## src/rtl/rv32i_pkg.sv

```systemverilog
// Shared RV32I register-file types: datapath widths, write-port arbiter state
// and the write-request bundle.
package rv32i_pkg;

  localparam int XLEN = 32;
  localparam int AW   = 5;

  typedef enum logic [0:0] {
    ARB_NORMAL = 1'b0,
    ARB_FORCE  = 1'b1
  } arb_state_t;

  typedef struct packed {
    logic [AW-1:0]   rd;
    logic [XLEN-1:0] data;
  } wr_req_t;

endpackage

```

## src/rtl/rf_fwd_mux.sv

```systemverilog
// One read port's bypass: returns the staged write when it targets the same
// register, else the raw register file data.
module rf_fwd_mux #(
  parameter int XLEN = 32,
  parameter int AW   = 5
) (
  input  logic            stage_valid,
  input  logic [AW-1:0]   stage_rd,
  input  logic [XLEN-1:0] stage_data,
  input  logic [AW-1:0]   rs,
  input  logic [XLEN-1:0] op_rf,
  output logic [XLEN-1:0] op
);

  // x0 never matches: stage_valid is cleared for rd == 0 writes.
  assign op = (stage_valid && (rs == stage_rd)) ? stage_data : op_rf;

endmodule

```

## src/rtl/rf_write_arbiter.sv

```systemverilog
// Arbitrates the register file write port between core writeback and debug,
// stages the winner for one cycle and forwards it to both read ports.
module rf_write_arbiter
  import rv32i_pkg::*;
#(
  parameter int XLEN         = rv32i_pkg::XLEN,
  parameter int AW           = rv32i_pkg::AW,
  parameter int STARVE_LIMIT = 4
) (
  input  logic            clk,
  input  logic            rst,
  input  logic            wb_valid,
  output logic            wb_ready,
  input  logic [AW-1:0]   wb_rd,
  input  logic [XLEN-1:0] wb_data,
  input  logic            dbg_valid,
  output logic            dbg_ready,
  input  logic [AW-1:0]   dbg_rd,
  input  logic [XLEN-1:0] dbg_data,
  output logic            rf_enable,
  output logic [AW-1:0]   rf_rd,
  output logic [XLEN-1:0] rf_data,
  input  logic [AW-1:0]   rs1,
  input  logic [AW-1:0]   rs2,
  input  logic [XLEN-1:0] op_a_rf,
  input  logic [XLEN-1:0] op_b_rf,
  output logic [XLEN-1:0] op_a,
  output logic [XLEN-1:0] op_b,
  output logic            starved
);

  // state      | meaning
  // ARB_NORMAL | wb has priority, scnt counts consecutive dbg losses
  // ARB_FORCE  | dbg granted unconditionally for one accept, wb held off

  localparam logic [3:0] LIM = 4'(STARVE_LIMIT);

  arb_state_t state, state_nxt;
  logic [3:0] scnt, scnt_nxt;
  logic       accept;
  wr_req_t    win;
  logic       stage_valid;
  wr_req_t    stage;

  always_comb begin
    wb_ready  = 1'b0;
    dbg_ready = 1'b0;
    if (!rst) begin
      if (state == ARB_FORCE)
        dbg_ready = dbg_valid;
      else if (wb_valid)
        wb_ready = 1'b1;
      else
        dbg_ready = dbg_valid;
    end
    accept = wb_ready || dbg_ready;
    win    = wb_ready ? '{rd: wb_rd, data: wb_data} : '{rd: dbg_rd, data: dbg_data};
  end

  // FORCE is entered the cycle after the LIM-th consecutive loss, so dbg
  // wins on every (LIM+1)-th cycle under sustained contention.
  always_comb begin
    scnt_nxt  = 4'd0;
    state_nxt = ARB_NORMAL;
    if (state == ARB_NORMAL) begin
      if (dbg_valid && !dbg_ready)
        scnt_nxt = (scnt == LIM) ? scnt : scnt + 4'd1;
      if (scnt_nxt == LIM)
        state_nxt = ARB_FORCE;
    end
  end

  always_ff @(posedge clk or posedge rst) begin
    if (rst) begin
      state       <= ARB_NORMAL;
      scnt        <= 4'd0;
      starved     <= 1'b0;
      stage_valid <= 1'b0;
      stage       <= '0;
    end else begin
      state       <= state_nxt;
      scnt        <= scnt_nxt;
      starved     <= (state_nxt == ARB_FORCE);
      stage_valid <= accept && (win.rd != '0);
      if (accept)
        stage <= win;
    end
  end

  assign rf_enable = stage_valid;
  assign rf_rd     = stage.rd;
  assign rf_data   = stage.data;

  rf_fwd_mux #(.XLEN(XLEN), .AW(AW)) u_fwd_a (
    .stage_valid (stage_valid),
    .stage_rd    (stage.rd),
    .stage_data  (stage.data),
    .rs          (rs1),
    .op_rf       (op_a_rf),
    .op          (op_a)
  );

  rf_fwd_mux #(.XLEN(XLEN), .AW(AW)) u_fwd_b (
    .stage_valid (stage_valid),
    .stage_rd    (stage.rd),
    .stage_data  (stage.data),
    .rs          (rs2),
    .op_rf       (op_b_rf),
    .op          (op_b)
  );

endmodule

```

## config.mk

```make
export PLATFORM = sky130hd
export DESIGN_NAME = rf_write_arbiter
export DESIGN_NICKNAME = d
export VERILOG_FILES = /design/src/rtl/rv32i_pkg.sv /design/src/rtl/rf_fwd_mux.sv /design/src/rtl/rf_write_arbiter.sv
export SDC_FILE = /design/constraint.sdc
export NUM_CORES = 1
export LEC_CHECK = 0
export CORE_MARGIN = 2
export CORE_UTILIZATION = 33
export CTS_BUF_LIST = sky130_fd_sc_hd__clkbuf_8
export DETAILED_ROUTE_END_ITERATION = 12
export PLACE_DENSITY = 0.87
export SLEW_MARGIN = 20
export SYNTH_ARGS = -nofsm -noshare
export SYNTH_HDL_FRONTEND = slang
export SYNTH_SLANG_ARGS = --single-unit
```

## constraint.sdc

```tcl
create_clock -name clk -period 2.96 [get_ports clk]
set_clock_uncertainty 0.1 [all_clocks]
set_input_delay 0.296 -clock clk [delete_from_list [all_inputs] [get_ports clk]]
set_output_delay 0.296 -clock clk [all_outputs]
set_load 0.05 [all_outputs]
```

* Word level (Yosys, flattened, before mapping) *
Index checks and enable logic that the tools add are counted.

storage, ports and cells
  register bits = 43
  input bits = 152
  word-level logic and storage cells = 32
  output and inout port bits = 105

cells by class
  reductions and logical operators = 7
  add/subtract/negate cells = 1
  muxes and demuxes = 15
  equality and inequality tests = 4

operators with widths
  operator                                             count
  2-to-1 mux 32 bit                                    2
  2-to-1 mux 37 bit                                    1
  2-to-1 mux 4 bit                                     4
  equality test 5 bit                                  2
  equality test 4 x 3 -> 1 bit, second input constant  2
  2-to-1 mux 1 bit                                     8
  nonzero test 5 bit                                   1
  adder 4 x 1 -> 4 bit, second input constant          1
  logical AND 1 bit                                    4
  zero test 1 bit                                      1
  logical OR 1 bit                                     1

* Logic depth before layout (Yosys ltp) *
  depth in word-level cells = 10
  depth in mapped cells = 6
  gate-level depth less buffers = 6

* Modules after synthesis *
A second synthesis with hierarchy kept.

second synthesis, totals
  cells, all modules = 331
  area, all modules = 3311.9 µm²

modules (own cells, without submodules)
  module            instances  sequential area each (µm²)  area an instance (µm²)  cells each
  rf_write_arbiter  1          1076.0                      2110.8                  245
  rf_fwd_mux        2          0.0                         600.6                   43

* Worst setup path before layout *
OpenSTA, ideal clock, no wires.

  path kind = input to output
  start point = in rst
  end point = out dbg_ready
  stages = 4
  buffers on the path = 1
  setup slack = 396 ps
  arrival = 2168 ps
  path through = inv_1 > nand3_1 > clkbuf_1 > inv_1

between the ends
  longest elaborated chain between the ends = 1

ends and longest elaborated chain
  what                line                    RTL
  start: declaration  rf_write_arbiter.sv:11  input logic rst,
  2-to-1 mux 1 bit    rf_write_arbiter.sv:48  if (!rst) begin
  end: declaration    rf_write_arbiter.sv:17  output logic dbg_ready,

Every way passes these cells.

* Final worst setup path *
  start point = reg stage (netlist bit rf_rd[3])
  end point = out op_a[0]

between the ends
  longest elaborated chain between the ends = 3

ends and longest elaborated chain
  what                      line                    RTL
  start: declaration        rf_write_arbiter.sv:43  wr_req_t stage;
  start signal: assignment  rf_write_arbiter.sv:86  stage <= win;
  equality test 5 bit       rf_fwd_mux.sv:16        assign op = (stage_valid && (rs == stage_rd)) ? stage_data : op_rf;
  logical AND 1 bit         rf_fwd_mux.sv:16
  2-to-1 mux 32 bit         rf_fwd_mux.sv:16
  end: declaration          rf_write_arbiter.sv:27  output logic [XLEN-1:0] op_a,

Every way passes these cells.

==> run_results.csv <==
group,metric,value,unit
clocking,cts_buffer_depth,2,
timing,drv_slew,0,
die,ios,257,
route,vias,3184,
clocking,cts-root-buf,"clkbuf_8",
route,first_iter_violations,64,
clocking,holdBufCountCts,0,
clocking,cts_buffers,5,
timing,fmax,388,MHz
hold_path,hp-class,"reg2reg",
hold_path,holdPathStages,2,
cells_and_area,antennaDiodeCount,0,
worst_setup_path,startpoint_type,"flop",
clocking,post_cts_buffers,0,
die,rows,35,
clocking,cts_resized,0,
timing,min_period,2580,ps
die,dieArea,10100,um^2
logic_synthesis,synth_fp_nets,446,
worst_setup_path,cp_data_required_time,2560,ps
timing,setup_tns,0,ps
worst_setup_path,crit_type,"reg2out",
grt,grt_pass1_vias,3338,
placed_design,place_ws,405,ps
cells_and_area,fillCellCount,755,
die,start_util,33.6,%
worst_setup_path,endpoint_kind,"primary output",
cells_and_area,stdcell_count,657,
die,core_region_area,9110,um^2
route,viasPerCell,4.85,
hold_path,min_to,"scnt[3]",
logic_synthesis,ys_ff_latch,43,
worst_setup_path,r2r-end,"rf_data[4]",
status,status,"finished, final reports clean",
die,die_x,100,um
timing,hold_violations,0,
route,drc,0,
logic_synthesis,yosys_warnings,0,
route,routed_wirelength,11.1,mm
cells_and_area,drive_above_1_share,27.8,%
logic_synthesis,synth_seq_area_share,35.1,%
clocking,clk-insertion-delay-late,290,ps
clocking,htree_num_levels,2,
cells_and_area,fin_nets,699,
timing,tightest_slew,554,ps
pwr,powerDensity,405,nW/um^2
cells_and_area,final_cell_mix,"190 x clkdlybuf4s50_1, 74 x nor2_1, 68 x buf_4",
timing,layout_worst_path_cycle_share,87.2,%
timing,rsz0062_at_grt,"false",
route,drtPass1Iterations,4,
route,ant_nets,0,
cells_and_area,layout_commonest_cell,"clkdlybuf4s50_1",
timing,slew_headroom,63.0,%
worst_setup_path,cp.arrival,2180,ps
run,drv_cap,0,
placed_design,gp_congestion,0.785,
die,die_h,100,um
pwr,switchingPower,0.959,mW
placed_design,place_inst,649,
worst_setup_path,r2r_start,"state",
grt,grt-ovfl-total,0,
placed_design,place_area,5590,um^2
pwr,p_leak,2.43,nW
clocking,cts_tree,"yes",
route,wl_per_cell,16.9,um
pwr,intPower,1.34,mW
clocking,path_clk_slew,70,ps
placed_design,io_buffers,256,
logic_synthesis,syn_inst,292,
cells_and_area,register_area,1080,um^2
timing,holdWs,475,ps
pwr,power_frac_seq,32.8,%
placed_design,dp_hpwl,9.05,mm
logic_synthesis,synth_cell_types,29,
cells_and_area,multi_input_area,1790,um^2
grt,grt_pass1_wl,16.7,mm
cells_and_area,final_area,5670,um^2
worst_setup_path,reg2reg_slack,1100,ps
worst_setup_path,crit_fanout,15,
logic_synthesis,syn_area_per_cell,10.5,um^2
pwr,comb_power_share,51.9,%
cells_and_area,synthToLayoutAreaGrowth,84.9,%
pwr,total_power,2.29,mW
pwr,switching_share,41.8,%
pwr,clkPwrFrac,15.3,%
hold_path,hold_start,"scnt[3]",
grt,grtUsageTotal,21.1,%
grt,antenna_found_initial,0,
worst_setup_path,ff2ff_path_depth,5,
pwr,vdd_drop_max,0.237,mV
timing,setup-violations-final,0,
clocking,cts.sinks,43,
timing,fin_ws,380,ps
logic_synthesis,netlist_area,3060,um^2
cells_and_area,fin_util,62.2,%
grt,grt_max_degree,44,
-- power by group through the flow --
stage	clock (mW)	combinational (mW)	sequential, mW
6_report	0.351	1.19	0.752
5_1_grt	0.396	1.25	0.766
3_3_place_gp	0	1.18	0.758
4_1_cts	0.363	1.20	0.753
2_1_floorplan	0	0.469	0.983
3_5_place_dp	0	1.20	0.764
-- Yosys cell counts --
cell | n | area share, %
nor2_1 | 74 | 9.1
mux2_4 | 60 | 29
dfrtp_1 | 43 | 35
o22ai_1 | 32 | 6.5
nand2_1 | 10 | 1.2
clkbuf_1 | 9 | 1.1
xor2_1 | 8 | 2.3
a31oi_1 | 6 | 1.2
buf_12 | 6 | 3.9
inv_1 | 6 | 0.73
mux2_2 | 5 | 1.8
a21oi_1 | 3 | 0.49
nand2b_1 | 3 | 0.61
nand3_1 | 3 | 0.49
xnor2_1 | 3 | 0.86
and3_1 | 2 | 0.41
buf_2 | 2 | 0.33
buf_6 | 2 | 0.73
ha_1 | 2 | 0.82
nor2b_1 | 2 | 0.41
nor3_1 | 2 | 0.33
nor4_1 | 2 | 0.41
inv_2 | 1 | 0.12
nand3b_1 | 1 | 0.25
nor4b_1 | 1 | 0.29
o21bai_1 | 1 | 0.25
o311a_1 | 1 | 0.33
or3_1 | 1 | 0.20
or4_1 | 1 | 0.25
-- worst max-delay path: stages, from the launching register on --
cell	delay [ps]
dfrtp_1	440
xor2_1	180
nor4_1	260
and3_2	280
buf_12	180
mux2_2	340
buf_4	190
-- area by class of cell --
cell class	instances	share of cell area, %
timing repair buffer	265	45.0
multi-input combinational	223	31.6
sequential	43	19.0
tap	111	2.45
clock buffer	5	1.21
inverter	7	0.464
clock inverter	3	0.221
-- logic make-up after synthesis --
logic type | after synthesis | synth area share [%]
muxes | 65 | 31.2
buffers and inverters | 26 | 6.94
AOI/OAI and AO/OA | 43 | 8.82
xor gates and xnor gates | 11 | 3.14
and+or+nand+nor | 102 | 13.9
adders and majority gates | 2 | 0.817
DFF | 43 | 35.1
-- layer usage --
metal  routed length [um]  vias up  track usage, %
met5                    0        -               0
met4                  250        0            6.53
met3                  754       19            5.08
met2                 5980      147            39.5
met1                 4120     1483            23.3
li1                     -     1535               -
-- state kept, by name (all words and copies together) (netlist names) --
register,count
rf_data,32
scnt,4
rf_enable,1
state,1
rf_rd,5
-- worst max-delay path by stage --
stage | cells past startpoint | startpoint | slack, ps | endpoint
global placement | 7 | rs1[2] | 440 | op_a[0]
finish | 6 | rf_rd[3] | 380 | op_a[0]
detailed placement | 7 | rs2[4] | 400 | op_b[31]
global route | 6 | rf_rd[3] | 210 | op_a[31]
floorplan | 4 | rst | 400 | dbg_ready
CTS | 6 | rf_rd[3] | 360 | op_a[0]
Power figures use the tool's default switching activity.
